File: config.mk
export PLATFORM = sky130hd
export DESIGN_NAME = multicycle_control
export DESIGN_NICKNAME = d
export VERILOG_FILES = /design/src/rtl/multicycle_control.sv
export SDC_FILE = /design/constraint.sdc
export NUM_CORES = 1
export LEC_CHECK = 0
export ABC_AREA = 1
export CORE_MARGIN = 2
export CORE_UTILIZATION = 40
export CTS_CLUSTER_DIAMETER = 120
export DETAILED_ROUTE_END_ITERATION = 10
export MAX_ROUTING_LAYER = met4
export PLACE_DENSITY = 0.67
export SLEW_MARGIN = 20
export SYNTH_ARGS = -nofsm -noshare
export SYNTH_HDL_FRONTEND = slang
export SYNTH_SLANG_ARGS = --single-unit
File: constraint.sdc
create_clock -name i_clk -period 2.15 [get_ports i_clk]
set_clock_uncertainty 0.2 [all_clocks]
set_input_delay 0.43 -clock i_clk [delete_from_list [all_inputs] [get_ports i_clk]]
set_output_delay 0.43 -clock i_clk [all_outputs]
set_load 0.1 [all_outputs]
File: src/rtl/multicycle_control.sv
// ---------------------------------------------------------------------------
// multicycle_control
//
// Purpose:
//   Multi-cycle sequencer for the LEGv8 subset datapath (AND/ORR/ADD/SUB reg,
//   ADDI/SUBI, MOVZ, B, CBZ, LDUR, STUR). Steps the shared datapath through
//   FETCH/DECODE/EXEC/MEM/WB and drives the PC, IR, register-file, ALU and
//   memory controls. Memory has variable latency and answers with i_mem_ready.
//   The sequencer halts on an undecodable opcode or on a memory timeout.
//
// Parameters:
//   TIMEOUT  max cycles to wait for i_mem_ready in FETCH or MEM (>= 1)
//   CNT_W    width of the performance counters (only with PERF_CNT_EN)
//
// Configuration macro:
//   PERF_CNT_EN  adds o_cycle_cnt / o_instr_cnt performance counters
//
// Ports:
//   i_clk         rising-edge clock
//   i_resetl      synchronous reset, active low
//   i_opcode      IR[31:21], valid from DECODE onward
//   i_zero        ALU zero flag, used by CBZ in EXEC
//   i_mem_ready   memory completed the current fetch/load/store
//   o_pc_write    load PC this cycle
//   o_pc_src      0 = PC+4, 1 = branch target
//   o_ir_write    load IR and OLDPC from the fetch word
//   o_mem_iaddr   1 = memory address is the PC, 0 = ALU result
//   o_memread     memory read request
//   o_memwrite    memory write request
//   o_reg2loc     1 = Rm field taken from IR[4:0]
//   o_alusrc      1 = ALU B operand is the extended immediate
//   o_mem2reg     1 = writeback data comes from memory
//   o_regwrite    register-file write enable
//   o_aluop       0000 AND, 0001 ORR, 0010 ADD, 0110 SUB, 0111 pass-B
//   o_signop      00 I-type, 01 D-type, 10 B, 11 CB
//   o_state       current state encoding (debug)
//   o_illegal     sticky: halted on an undecodable opcode
//   o_timeout     sticky: halted on a memory timeout
//   o_cycle_cnt   (PERF_CNT_EN) non-HALT cycle count
//   o_instr_cnt   (PERF_CNT_EN) retired instruction count
// ---------------------------------------------------------------------------
module multicycle_control #(
  parameter int TIMEOUT = 16
`ifdef PERF_CNT_EN
  ,parameter int CNT_W = 32
`endif
) (
  input  logic        i_clk,
  input  logic        i_resetl,
  input  logic [10:0] i_opcode,
  input  logic        i_zero,
  input  logic        i_mem_ready,
  output logic        o_pc_write,
  output logic        o_pc_src,
  output logic        o_ir_write,
  output logic        o_mem_iaddr,
  output logic        o_memread,
  output logic        o_memwrite,
  output logic        o_reg2loc,
  output logic        o_alusrc,
  output logic        o_mem2reg,
  output logic        o_regwrite,
  output logic [3:0]  o_aluop,
  output logic [1:0]  o_signop,
  output logic [2:0]  o_state,
  output logic        o_illegal,
  output logic        o_timeout
`ifdef PERF_CNT_EN
  ,output logic [CNT_W-1:0] o_cycle_cnt
  ,output logic [CNT_W-1:0] o_instr_cnt
`endif
);

  typedef enum logic [2:0] {
    S_FETCH  = 3'd0,
    S_DECODE = 3'd1,
    S_EXEC   = 3'd2,
    S_MEM    = 3'd3,
    S_WB     = 3'd4,
    S_HALT   = 3'd7
  } state_t;

  typedef enum logic [3:0] {
    C_AND, C_ORR, C_ADD, C_SUB, C_ADDI, C_SUBI, C_MOVZ,
    C_B, C_CBZ, C_LDUR, C_STUR, C_ILL
  } class_t;

  // The wait counter must be able to hold TIMEOUT-1; the halt decision is
  // taken in the cycle the counter sits at TIMEOUT-1 with no ready, which is
  // the same moment it would otherwise step to TIMEOUT.
  localparam int WAIT_W = $clog2(TIMEOUT + 1);
  localparam logic [WAIT_W-1:0] WAIT_LAST = WAIT_W'(TIMEOUT - 1);

  state_t            r_state;
  logic [10:0]       r_opQ;
  logic [WAIT_W-1:0] r_waitCnt;
  logic              r_illegal;
  logic              r_timeout;
  class_t            w_decClass;
  class_t            w_opClass;

  // Opcode classification. The patterns overlap in their don't-care bits, so
  // this is an ordered if-chain: the first matching pattern wins.
  function automatic class_t classify(input logic [10:0] op);
    if      ((op & 11'b01111111000) == 11'b00001010000) classify = C_AND;
    else if ((op & 11'b01111111000) == 11'b00101010000) classify = C_ORR;
    else if ((op & 11'b01011111000) == 11'b00001011000) classify = C_ADD;
    else if ((op & 11'b01011111000) == 11'b01001011000) classify = C_SUB;
    else if ((op & 11'b01011111000) == 11'b00010001000) classify = C_ADDI;
    else if ((op & 11'b01011111000) == 11'b01010001000) classify = C_SUBI;
    else if ((op & 11'b11111111100) == 11'b11010010100) classify = C_MOVZ;
    else if ((op & 11'b01111100000) == 11'b00010100000) classify = C_B;
    else if ((op & 11'b01111110000) == 11'b00110100000) classify = C_CBZ;
    else if ((op & 11'b00111111111) == 11'b00111000010) classify = C_LDUR;
    else if ((op & 11'b00111111111) == 11'b00111000000) classify = C_STUR;
    else                                                classify = C_ILL;
  endfunction

  assign w_decClass = classify(i_opcode);
  assign w_opClass  = classify(r_opQ);

  assign o_state   = r_state;
  assign o_illegal = r_illegal;
  assign o_timeout = r_timeout;

  // Sequencer state, latched opcode, memory wait counter and sticky halt
  // flags. The wait counter is cleared on every state change so FETCH and MEM
  // each get a fresh TIMEOUT budget.
  always_ff @(posedge i_clk) begin
    if (!i_resetl) begin
      r_state   <= S_FETCH;
      r_opQ     <= '0;
      r_waitCnt <= '0;
      r_illegal <= 1'b0;
      r_timeout <= 1'b0;
    end else begin
      case (r_state)
        S_FETCH: begin
          if (i_mem_ready) begin
            r_state   <= S_DECODE;
            r_waitCnt <= '0;
          end else if (r_waitCnt == WAIT_LAST) begin
            r_state   <= S_HALT;
            r_timeout <= 1'b1;
            r_waitCnt <= '0;
          end else begin
            r_waitCnt <= r_waitCnt + 1'b1;
          end
        end
        S_DECODE: begin
          r_opQ     <= i_opcode;
          r_waitCnt <= '0;
          if (w_decClass == C_ILL) begin
            r_state   <= S_HALT;
            r_illegal <= 1'b1;
          end else begin
            r_state <= S_EXEC;
          end
        end
        S_EXEC: begin
          r_waitCnt <= '0;
          case (w_opClass)
            C_B, C_CBZ:     r_state <= S_FETCH;
            C_LDUR, C_STUR: r_state <= S_MEM;
            default:        r_state <= S_WB;
          endcase
        end
        S_MEM: begin
          if (i_mem_ready) begin
            r_state   <= (w_opClass == C_LDUR) ? S_WB : S_FETCH;
            r_waitCnt <= '0;
          end else if (r_waitCnt == WAIT_LAST) begin
            r_state   <= S_HALT;
            r_timeout <= 1'b1;
            r_waitCnt <= '0;
          end else begin
            r_waitCnt <= r_waitCnt + 1'b1;
          end
        end
        S_WB: begin
          r_state   <= S_FETCH;
          r_waitCnt <= '0;
        end
        S_HALT: begin
          r_state <= S_HALT;
        end
        default: begin
          r_state   <= S_FETCH;
          r_waitCnt <= '0;
        end
      endcase
    end
  end

  // Datapath controls are decoded combinationally from the current state,
  // the latched opcode, the zero flag and mem_ready, so the fetch/branch
  // strobes line up with the edge that completes the access. Reset overrides
  // everything so an abandoned instruction cannot strobe a write.
  always_comb begin
    o_pc_write  = 1'b0;
    o_pc_src    = 1'b0;
    o_ir_write  = 1'b0;
    o_mem_iaddr = 1'b0;
    o_memread   = 1'b0;
    o_memwrite  = 1'b0;
    o_reg2loc   = 1'b0;
    o_alusrc    = 1'b0;
    o_mem2reg   = 1'b0;
    o_regwrite  = 1'b0;
    o_aluop     = 4'b0000;
    o_signop    = 2'b00;
    case (r_state)
      S_FETCH: begin
        o_mem_iaddr = 1'b1;
        o_memread   = 1'b1;
        if (i_mem_ready) begin
          o_ir_write = 1'b1;
          o_pc_write = 1'b1;
        end
      end
      S_EXEC: begin
        case (w_opClass)
          C_AND:  o_aluop = 4'b0000;
          C_ORR:  o_aluop = 4'b0001;
          C_ADD:  o_aluop = 4'b0010;
          C_SUB:  o_aluop = 4'b0110;
          C_ADDI: begin
            o_alusrc = 1'b1;
            o_aluop  = 4'b0010;
          end
          C_SUBI: begin
            o_alusrc = 1'b1;
            o_aluop  = 4'b0110;
          end
          C_MOVZ: begin
            o_alusrc = 1'b1;
            o_aluop  = 4'b0111;
          end
          C_LDUR: begin
            o_alusrc = 1'b1;
            o_signop = 2'b01;
            o_aluop  = 4'b0010;
          end
          C_STUR: begin
            o_alusrc  = 1'b1;
            o_signop  = 2'b01;
            o_aluop   = 4'b0010;
            o_reg2loc = 1'b1;
          end
          C_CBZ: begin
            o_reg2loc  = 1'b1;
            o_aluop    = 4'b0111;
            o_signop   = 2'b11;
            o_pc_write = i_zero;
            o_pc_src   = i_zero;
          end
          C_B: begin
            o_signop   = 2'b10;
            o_pc_write = 1'b1;
            o_pc_src   = 1'b1;
          end
          default: ;
        endcase
      end
      S_MEM: begin
        // Address generation stays live while the access is outstanding.
        o_alusrc = 1'b1;
        o_signop = 2'b01;
        o_aluop  = 4'b0010;
        if (w_opClass == C_LDUR) begin
          o_memread = 1'b1;
        end else begin
          o_memwrite = 1'b1;
          o_reg2loc  = 1'b1;
        end
      end
      S_WB: begin
        o_regwrite = 1'b1;
        o_mem2reg  = (w_opClass == C_LDUR);
      end
      default: ;
    endcase
    if (!i_resetl) begin
      o_pc_write  = 1'b0;
      o_pc_src    = 1'b0;
      o_ir_write  = 1'b0;
      o_mem_iaddr = 1'b0;
      o_memread   = 1'b0;
      o_memwrite  = 1'b0;
      o_reg2loc   = 1'b0;
      o_alusrc    = 1'b0;
      o_mem2reg   = 1'b0;
      o_regwrite  = 1'b0;
      o_aluop     = 4'b0000;
      o_signop    = 2'b00;
    end
  end

`ifdef PERF_CNT_EN
  logic [CNT_W-1:0] r_cycleCnt;
  logic [CNT_W-1:0] r_instrCnt;
  logic             w_retire;

  // An instruction retires on the transition back to FETCH: branches from
  // EXEC, stores from MEM on ready, everything else from WB.
  assign w_retire = ((r_state == S_EXEC) && ((w_opClass == C_B) || (w_opClass == C_CBZ)))
                 || ((r_state == S_MEM) && i_mem_ready && (w_opClass != C_LDUR))
                 || (r_state == S_WB);

  // Free-running performance counters; both wrap naturally at 2^CNT_W.
  always_ff @(posedge i_clk) begin
    if (!i_resetl) begin
      r_cycleCnt <= '0;
      r_instrCnt <= '0;
    end else begin
      if (r_state != S_HALT) begin
        r_cycleCnt <= r_cycleCnt + 1'b1;
      end
      if (w_retire) begin
        r_instrCnt <= r_instrCnt + 1'b1;
      end
    end
  end

  assign o_cycle_cnt = r_cycleCnt;
  assign o_instr_cnt = r_instrCnt;
`endif

endmodule
==> results of run 1 <==
-- what timing repair did --
action | in CTS | in global routing
setup endpoints to repair | 15 | 13
pin swaps | 6 | 5
hold endpoints to repair | 0 | 0
resized for setup | 17 | 17
setup buffers | 9 | 4
-- cells in the mapped netlist, drive strengths merged --
| cell | count |
|---|---|
| a211oi | 3 |
| nand3 | 11 |
| inv | 45 |
| dfxtp | 21 |
| a21oi | 19 |
| a31oi | 2 |
| o211ai | 2 |
| nand3b | 1 |
| nor3 | 9 |
| xor2 | 1 |
| o21a | 1 |
| buf | 2 |
| o31ai | 1 |
| nor4 | 3 |
| nand4 | 6 |
| o311ai | 1 |
| o21ai | 18 |
| ha | 1 |
| clkbuf | 3 |
| a21boi | 1 |
| conb | 1 |
| nor2 | 36 |
| nand2 | 41 |
-- per-layer routing --
| layer | vias up | global-route usage |
|---|---|---|
| met2 | 65 | 0.375 |
| met3 | 7 | 0.0106 |
| met1 | 766 | 0.285 |
| met4 | 0 | 0.0842 |
| met5 | - | - |
| li1 | 881 | - |
-- layout make-up --
| type | instances | area share |
|---|---|---|
| clock buffers | 4 | 0.0103 |
| inverters | 45 | 0.0750 |
| multi-input cells | 158 | 0.418 |
| flip-flops and latches | 21 | 0.175 |
| well taps | 46 | 0.0225 |
| repair buffers | 66 | 0.298 |
-- path summary, 6_finish.rpt --
path	from	end	slack, ps	cells after the start
setup / recovery	r_opQ[6]	o_alusrc	-420	12
hold / removal	r_waitCnt[4]	r_waitCnt[4]	250	2
setup reg to reg	r_opQ[6]	o_state[2]	350	12
hold reg to reg	r_waitCnt[4]	r_waitCnt[4]	250	2
-- state kept, by name, indices dropped and copies added, names as in the netlist --
signal	count
o_illegal	1
o_state	3
o_timeout	1
r_opQ	11
r_waitCnt	5
-- tightest hold or removal path: stages (launching register included) --
cell and delay, ps:
dfxtp_1 330, nand2_1 50, a21oi_1 30
-- placed cells by master (no fill, tap or decap), types with 7 or more instances in the layout --
| cell type | count |
|---|---|
| nand2_1 | 32 |
| buf_4 | 32 |
| inv_1 | 25 |
| nor2_1 | 21 |
| buf_12 | 18 |
| a21oi_1 | 16 |
| inv_2 | 13 |
| clkdlybuf4s50_1 | 13 |
| o21ai_0 | 12 |
| nor2_4 | 11 |
| dfxtp_1 | 11 |
| nand3_1 | 7 |
-- cells by family (layout without fill, tap and decap cells) --
group                    Yosys count  after routing
AO/OA/AOI/OAI                     48             48
XOR/XNOR                           1              1
adder cells (fa/ha/maj)            1              1
buffers and inverters             50            115
flip-flops                        21             21
other                              1              1
AND/OR/NAND/NOR                  107            107
-- report_power, final --
| group | leakage [µW] | internal, µW | switching [µW] |
|---|---|---|---|
| registers | 0.000178 | 447 | 74.7 |
| clock network | 0.0000150 | 72.5 | 114 |
| logic | 0.000893 | 272 | 468 |
| total | 0.00109 | 791 | 657 |
-- per-stage QoR --
step,area [µm²],cells,power (µW)
finish,2550,340,1450
global route,2550,340,1530
CTS,2460,337,1420
detailed placement,2320,324,1180
global placement,2320,324,1170
floorplan,1620,229,954
==> flow_summary.yaml, run 1 <==
clock_tree:
  clockBufferDepth: 2
  clkSlewWorstSetupHoldPaths_ps: 110
  root_buffer: "clkbuf_4"
  clkSinkCount: 21
  insertion_delay_ps: 300
  cts_tree: "yes"
  htree_levels: 1
  cts_buffers: 3
  ctsHoldBuffers: 0
routing:
  via_count: 1719
  wl_met2_um: 2150
  routed_wirelength_um: 4320
  drt-wirelength-per-cell_um: 12.7
  wl_met1_um: 1860
  vias_per_cell: 5.06
  drtIter0Drc: 122
  first_pass_iters: 4
  routed.top_layer: "met4"
  dr_wl_met3_um: 218
  ant_nets: 0
  drc_errors: 0
critical_path:
  critPathMaxFanout: 4
  slowest_delay_ps: 400
  critPathTopFamily: "simple AND/OR/NAND/NOR gates"
  crit_chain: "inv_4 > nor2_4 > nand3_1 > a21oi_2 > nor2_1 > nand2_2 > nand2_1 > nand2_1 > nand3_1 > nand2_2 > clkinvlp_4 > buf_12"
  arrival_ps: 1940
  worstSetupEndpointType: "output pin"
  criticalPathCategory: "flip-flop to output pin"
  worstPathRequired_ps: 1520
  slowest_stage: "dfxtp_4"
  start_kind: "flip-flop"
  critPathBufInv: 3
grt:
  grt_use_total: 0.224
  antenna_found_initial: 0
  grt_pass1_vias: 1579
  grt_pass1_wl_um: 7130
  overflow: 0
  grt_max_degree: 15
synth:
  synth_fa_ha_area_frac: 0.00874
  synth_area_leaders: "dfxtp_1 29%, nand2_1 10%, inv_1 9.7%"
  syn_inst: 229
  ys_seq_elements: 21
  synth-compound-area-share: 0.194
  yosys_warnings: 0
  synthXorXnorAreaFrac: 0.00612
  syn_area_per_cell_um2: 6.25
  syn-num-nets: 245
  synth-simple-area-share: 0.360
  syn_area_um2: 1430
  synth_top_family_by_area: "simple AND/OR/NAND/NOR gates"
  synth_top_cell_by_area: "dfxtp_1"
  synth.top_cell.area_share: 0.294
  synth_cell_types: 34
  ys_seq_area_frac: 0.294
  muxShareOfSynthArea: 0
placed_design:
  portBuffers: 34
  post-place-ws_ps: -299
  hpwl_um: 3280
  gp_congestion: 0.897
final_layout:
  fillerInstances: 251
  finish.utilization: 0.753
  diodes: 0
  nets: 311
  multi_input_area_um2: 1070
  regArea_um2: 448
  area_delta_synth_final_pct: 78.4
  drive_gt1_frac: 0.446
run_status:
  status: "finished, violations left"
  violations: "setup timing"
timing:
  period_minus_slack_ps: 2570
  max_freq_mhz: 389
  holdWs_ps: 246
  rsz0062_at_grt: "yes"
  setup_violations: 11
  fin_tns_setup_ps: -3240
  hold_viol: 0
  report.final.slew_viol_count: 0
  min_period_over_period: 1.19
  setup_slack_ps: -418
floorplan:
  io_pins: 36
  die_area_um2: 4070
  dieWidth_um: 63.8
  core_um2: 3390
  initial_core_util: 0.422
  rows: 21
  fp.dieH_um: 63.8
hold_path:
  hp-class: "flip-flop to flip-flop"
power_and_ir_drop:
  ir_drop_uv: 507
  power_density_nw_per_um2: 567
  p_leak_uw: 0.00109
job:
  maxCapViolCount: 0
Note: power is estimated with default switching activity, not from simulation.
==> run 2: changes to the inputs <==
Settings changed: CORE_UTILIZATION 40 to 30, PLACE_DENSITY 0.67 to default, SKIP_LAST_GASP from default to 1.
Clock period 2.15 ns to 3 ns, I/O delays scaled along.
==> run 2 against run 1 <==
The run now ends clean; via count is 8.5% lower; largest cell class unchanged; register-to-register slack better by 970 ps; non-clock buffer count is 26 lower; clock-buffer cell count stayed put; critical path type is now primary input to output pin.
==> flow_summary.yaml, run 2 (synthesis results as in run 1) <==
routing:
  drt-wirelength-per-cell_um: 11.4
  routed_wirelength_um: 3660
  vias_per_cell: 4.89
  ant_nets: 0
  via_count: 1573
  drtIter0Drc: 101
  drc_errors: 0
  first_pass_iters: 4
power_and_ir_drop:
  power_switching_share: 0.440
  p_leak_uw: 0.000934
  pwr-share-comb: 0.437
  netSwitchingPower_uw: 426
  clockPowerShare: 0.192
  power_density_nw_per_um2: 451
  ir_drop_uv: 159
  p_total_uw: 969
  p_seq_frac: 0.370
  internal_power_uw: 542
clock_tree:
  ctsHoldBuffers: 0
  cts_tree: "yes"
  clockBufferDepth: 2
  clkSlewWorstSetupHoldPaths_ps: 70
  htree_levels: 1
  post_cts_resize_count: 0
  cts_buffers: 3
  clkSinkCount: 21
  post_cts_buffers: 0
  root_buffer: "clkbuf_8"
  insertion_delay_ps: 260
final_layout:
  diodes: 0
  largest_register_ffs: 11
  nets: 285
  drive_gt1_frac: 0.280
  final_common_cell: "nand2_1"
  area_delta_synth_final_pct: 50.2
  mostFrequentLayoutCells: "38 x nand2_1, 33 x inv_1, 25 x nor2_1"
  regMostFlops: "r_opQ"
  finish.utilization: 0.461
  fillerInstances: 457
placed_design:
  post-place-ws_ps: 130
  portBuffers: 34
  hpwl_um: 3050
  gp_congestion: 0.854
critical_path:
  startpoint: "i_resetl"
  worstPathRequired_ps: 2200
  slowest_delay_ps: 500
  critPathMaxFanout: 5
  worstSetupEndpointType: "output pin"
  start_kind: "primary input"
  r2r_start: "r_opQ[4]"
  critPathTopFamily: "buffers and inverters"
  arrival_ps: 2050
  criticalPathCategory: "primary input to output pin"
  crit_chain: "clkdlybuf4s50_1 > inv_1 > nor3_1 > buf_4 > inv_1 > a31oi_2 > buf_12"
  critPathBufInv: 5
  slowest_stage: "clkdlybuf4s50_1"
  path_common_cell: "inv_1"
floorplan:
  initial_core_util: 0.307
  die_area_um2: 5340
  fp.dieH_um: 73.1
  io_pins: 36
  rows: 25
  core_um2: 4660
  dieWidth_um: 73.1
timing:
  period_minus_slack_ps: 2850
  holdWs_ps: 236
  setup_slack_ps: 146
  min_period_over_period: 0.951
  rsz0062_at_grt: "no"
  report.final.slew_viol_count: 0
  hold_viol: 0
  max_freq_mhz: 350
  setup_violations: 0
grt:
  grt_pass1_vias: 1449
  antenna_found_initial: 0
  grt_max_degree: 15
  overflow: 0
  grt_use_total: 0.150
  grt_pass1_wl_um: 6340
hold_path:
  worstHoldStart: "r_waitCnt[4]"
  hp-class: "flip-flop to flip-flop"
run_status:
  status: "completed"
job:
  maxCapViolCount: 0
==> run 2: area by class of cell <==
| cell class | instances | area (µm²) | share of cell area |
|---|---|---|---|
| timing repair buffer | 40 | 523 | 0.243 |
| sequential | 21 | 432 | 0.201 |
| clock buffer | 4 | 45.0 | 0.0210 |
| inverter | 45 | 175 | 0.0815 |
| tap | 54 | 67.6 | 0.0314 |
| multi-input combinational | 158 | 907 | 0.422 |
==> run 2: power groups by stage <==
stage / clock network (µW) / logic, µW / registers, µW
4_1_cts: 192 / 426 / 357
6_report: 186 / 424 / 359
3_5_place_dp: 0 / 425 / 364
5_1_grt: 200 / 460 / 363
3_3_place_gp: 0 / 425 / 363
2_1_floorplan: 0 / 254 / 410
==> run 2: path summary, 6_finish.rpt <==
| kind | endpoint | slack (ps) | cells past startpoint |
|---|---|---|---|
| min | r_waitCnt[4] | 240 | 2 |
| max | o_aluop[1] | 150 | 7 |
| min reg2reg | r_waitCnt[4] | 240 | 2 |
| max reg2reg | o_state[0] | 1320 | 9 |
==> run 2: per-stage QoR <==
stage / cell area [µm²] / instances / setup TNS [ps]
2_1_floorplan: 1540 / 229 / -219
3_3_place_gp: 2100 / 318 / 0
3_5_place_dp: 2100 / 318 / 0
4_1_cts: 2150 / 322 / 0
5_1_grt: 2150 / 322 / 0
6_report: 2150 / 322 / 0
==> run 2: layer usage <==
layer  wire, µm  part of all wire  vias to the layer above  track usage
met4         22            0.0060                        0       0.0432
met5          0                 0                        -            -
met3        103             0.028                        2      0.00829
met2       1740              0.47                       42        0.246
met1       1800              0.49                      705        0.199
li1           -                 -                      824            -
==> run 2: worst register-to-register path: cells and delay by family (launching register included) <==
family,cells,cell delay (ps)
buffers and inverters,2,140
DFF,1,420
and+or+nand+nor,4,360
AOI/OAI and AO/OA,3,450
==> run 3: changes to the inputs <==
Settings changed: CTS_BUF_LIST from default to sky130_fd_sc_hd__clkbuf_4 sky130_fd_sc_hd__clkbuf_8.
==> run 3 against run 2 <==
Via count unchanged; highest routed layer unchanged; sequential share of layout area is essentially flat; total power is 1.0% higher; worst hold slack about the same; clock power is 5% higher; sequential power barely moved; register-to-register slack about the same; critical path type unchanged; final area up 0.17%; critical path depth unchanged; global-route usage unchanged.
==> flow_summary.yaml, run 3 (synthesis results as in run 1) <==
grt:
  overflow: 0
  grt_max_degree: 15
  grt_pass1_wl_um: 6340
  grt_use_total: 0.150
  grt_pass1_vias: 1452
  antenna_found_initial: 0
floorplan:
  initial_core_util: 0.307
  rows: 25
  io_pins: 36
  core_um2: 4660
  die_area_um2: 5340
  dieWidth_um: 73.1
  fp.dieH_um: 73.1
final_layout:
  fillerInstances: 457
  stdcell_count: 322
  final_common_cell: "nand2_1"
  multi_input_area_um2: 907
  largest_register_ffs: 11
  nets: 285
  mostFrequentLayoutCells: "38 x nand2_1, 33 x inv_1, 25 x nor2_1"
  diodes: 0
  area_delta_synth_final_pct: 50.4
  regArea_um2: 432
  drive_gt1_frac: 0.284
  finish.utilization: 0.462
  regMostFlops: "r_opQ"
routing:
  vias_per_cell: 4.89
  routed_wirelength_um: 3670
  drc_errors: 0
  ant_nets: 0
  drtIter0Drc: 100
  first_pass_iters: 4
  drt-wirelength-per-cell_um: 11.4
  via_count: 1573
critical_path:
  slowest_delay_ps: 500
  slowest_stage: "clkdlybuf4s50_1"
  critPathTopFamily: "buffers and inverters"
  worstPathRequired_ps: 2200
  path_common_cell: "inv_1"
  criticalPathCategory: "primary input to output pin"
  worstSetupEndpointType: "output pin"
  critPathBufInv: 5
  crit_chain: "clkdlybuf4s50_1 > inv_1 > nor3_1 > buf_4 > o311ai_0 > inv_1 > buf_12"
  start_kind: "primary input"
  critPathMaxFanout: 5
  arrival_ps: 2060
clock_tree:
  post_cts_buffers: 0
  root_buffer: "clkbuf_8"
  clkSinkCount: 21
  cts_buffers: 3
  post_cts_resize_count: 0
  cts_tree: "yes"
  insertion_delay_ps: 260
  clockBufferDepth: 2
  htree_levels: 1
  ctsHoldBuffers: 0
  clkSlewWorstSetupHoldPaths_ps: 80
run_status:
  status: "completed"
placed_design:
  portBuffers: 34
  dp.cells: 318
  gp_congestion: 0.854
  hpwl_um: 3050
  post-place-ws_ps: 130
timing:
  setup_violations: 0
  report.final.slew_viol_count: 0
  max_freq_mhz: 350
  holdWs_ps: 236
  hold_viol: 0
  min_period_over_period: 0.952
  fin_tns_setup_ps: 0
  period_minus_slack_ps: 2860
  setup_slack_ps: 145
  rsz0062_at_grt: "no"
power_and_ir_drop:
  power_density_nw_per_um2: 454
  ir_drop_uv: 159
  p_leak_uw: 0.000938
hold_path:
  hp-class: "flip-flop to flip-flop"
job:
  maxCapViolCount: 0
run 3: cell counts in the layout (fill, tap and decap cells not counted):
No cell type changed its count.
run 3: layout make-up:
cell class                 instances  share of cell area
timing repair buffer              40               0.243
multi-input combinational        158               0.421
tap                               54              0.0314
sequential                        21               0.200
inverter                          45              0.0813
clock buffer                       4              0.0227
run 3: worst paths after layout:
| check | start | to | slack, ps | cells past startpoint |
|---|---|---|---|---|
| worst max-delay path | i_resetl | o_aluop[0] | 140 | 7 |
| worst min-delay path | r_waitCnt[4] | r_waitCnt[4] | 240 | 2 |
| worst max register to register | r_opQ[4] | o_state[0] | 1320 | 9 |
| worst min register to register | r_waitCnt[4] | r_waitCnt[4] | 240 | 2 |
run 3: worst reg2reg max path, cell delays in order, from the launching register on:
cell and delay, ps:
dfxtp_1 420, inv_2 70, nand2_1 120, inv_1 70, nand3_2 100, a21oi_1 60
o21ai_0 300, a21oi_1 90, nor2_1 100, nor2_1 40
run 3: routing by layer:
metal	vias up	GRT usage	wire, µm
met5	-	-	0
met4	0	0.0432	22
met3	2	0.00829	93
met2	40	0.246	1750
met1	707	0.199	1810
li1	824	-	-
run 3: where the power goes:
part | internal (µW) | switching, µW
registers | 316 | 42.3
logic | 131 | 293
clock network | 104 | 92.4
run 3: per-stage QoR:
step / cell area, µm² / power [µW]
after floorplan: 1540 / 663
after global placement: 2100 / 788
after detailed placement: 2100 / 789
after CTS: 2150 / 984
after global routing: 2150 / 1030
final: 2150 / 978
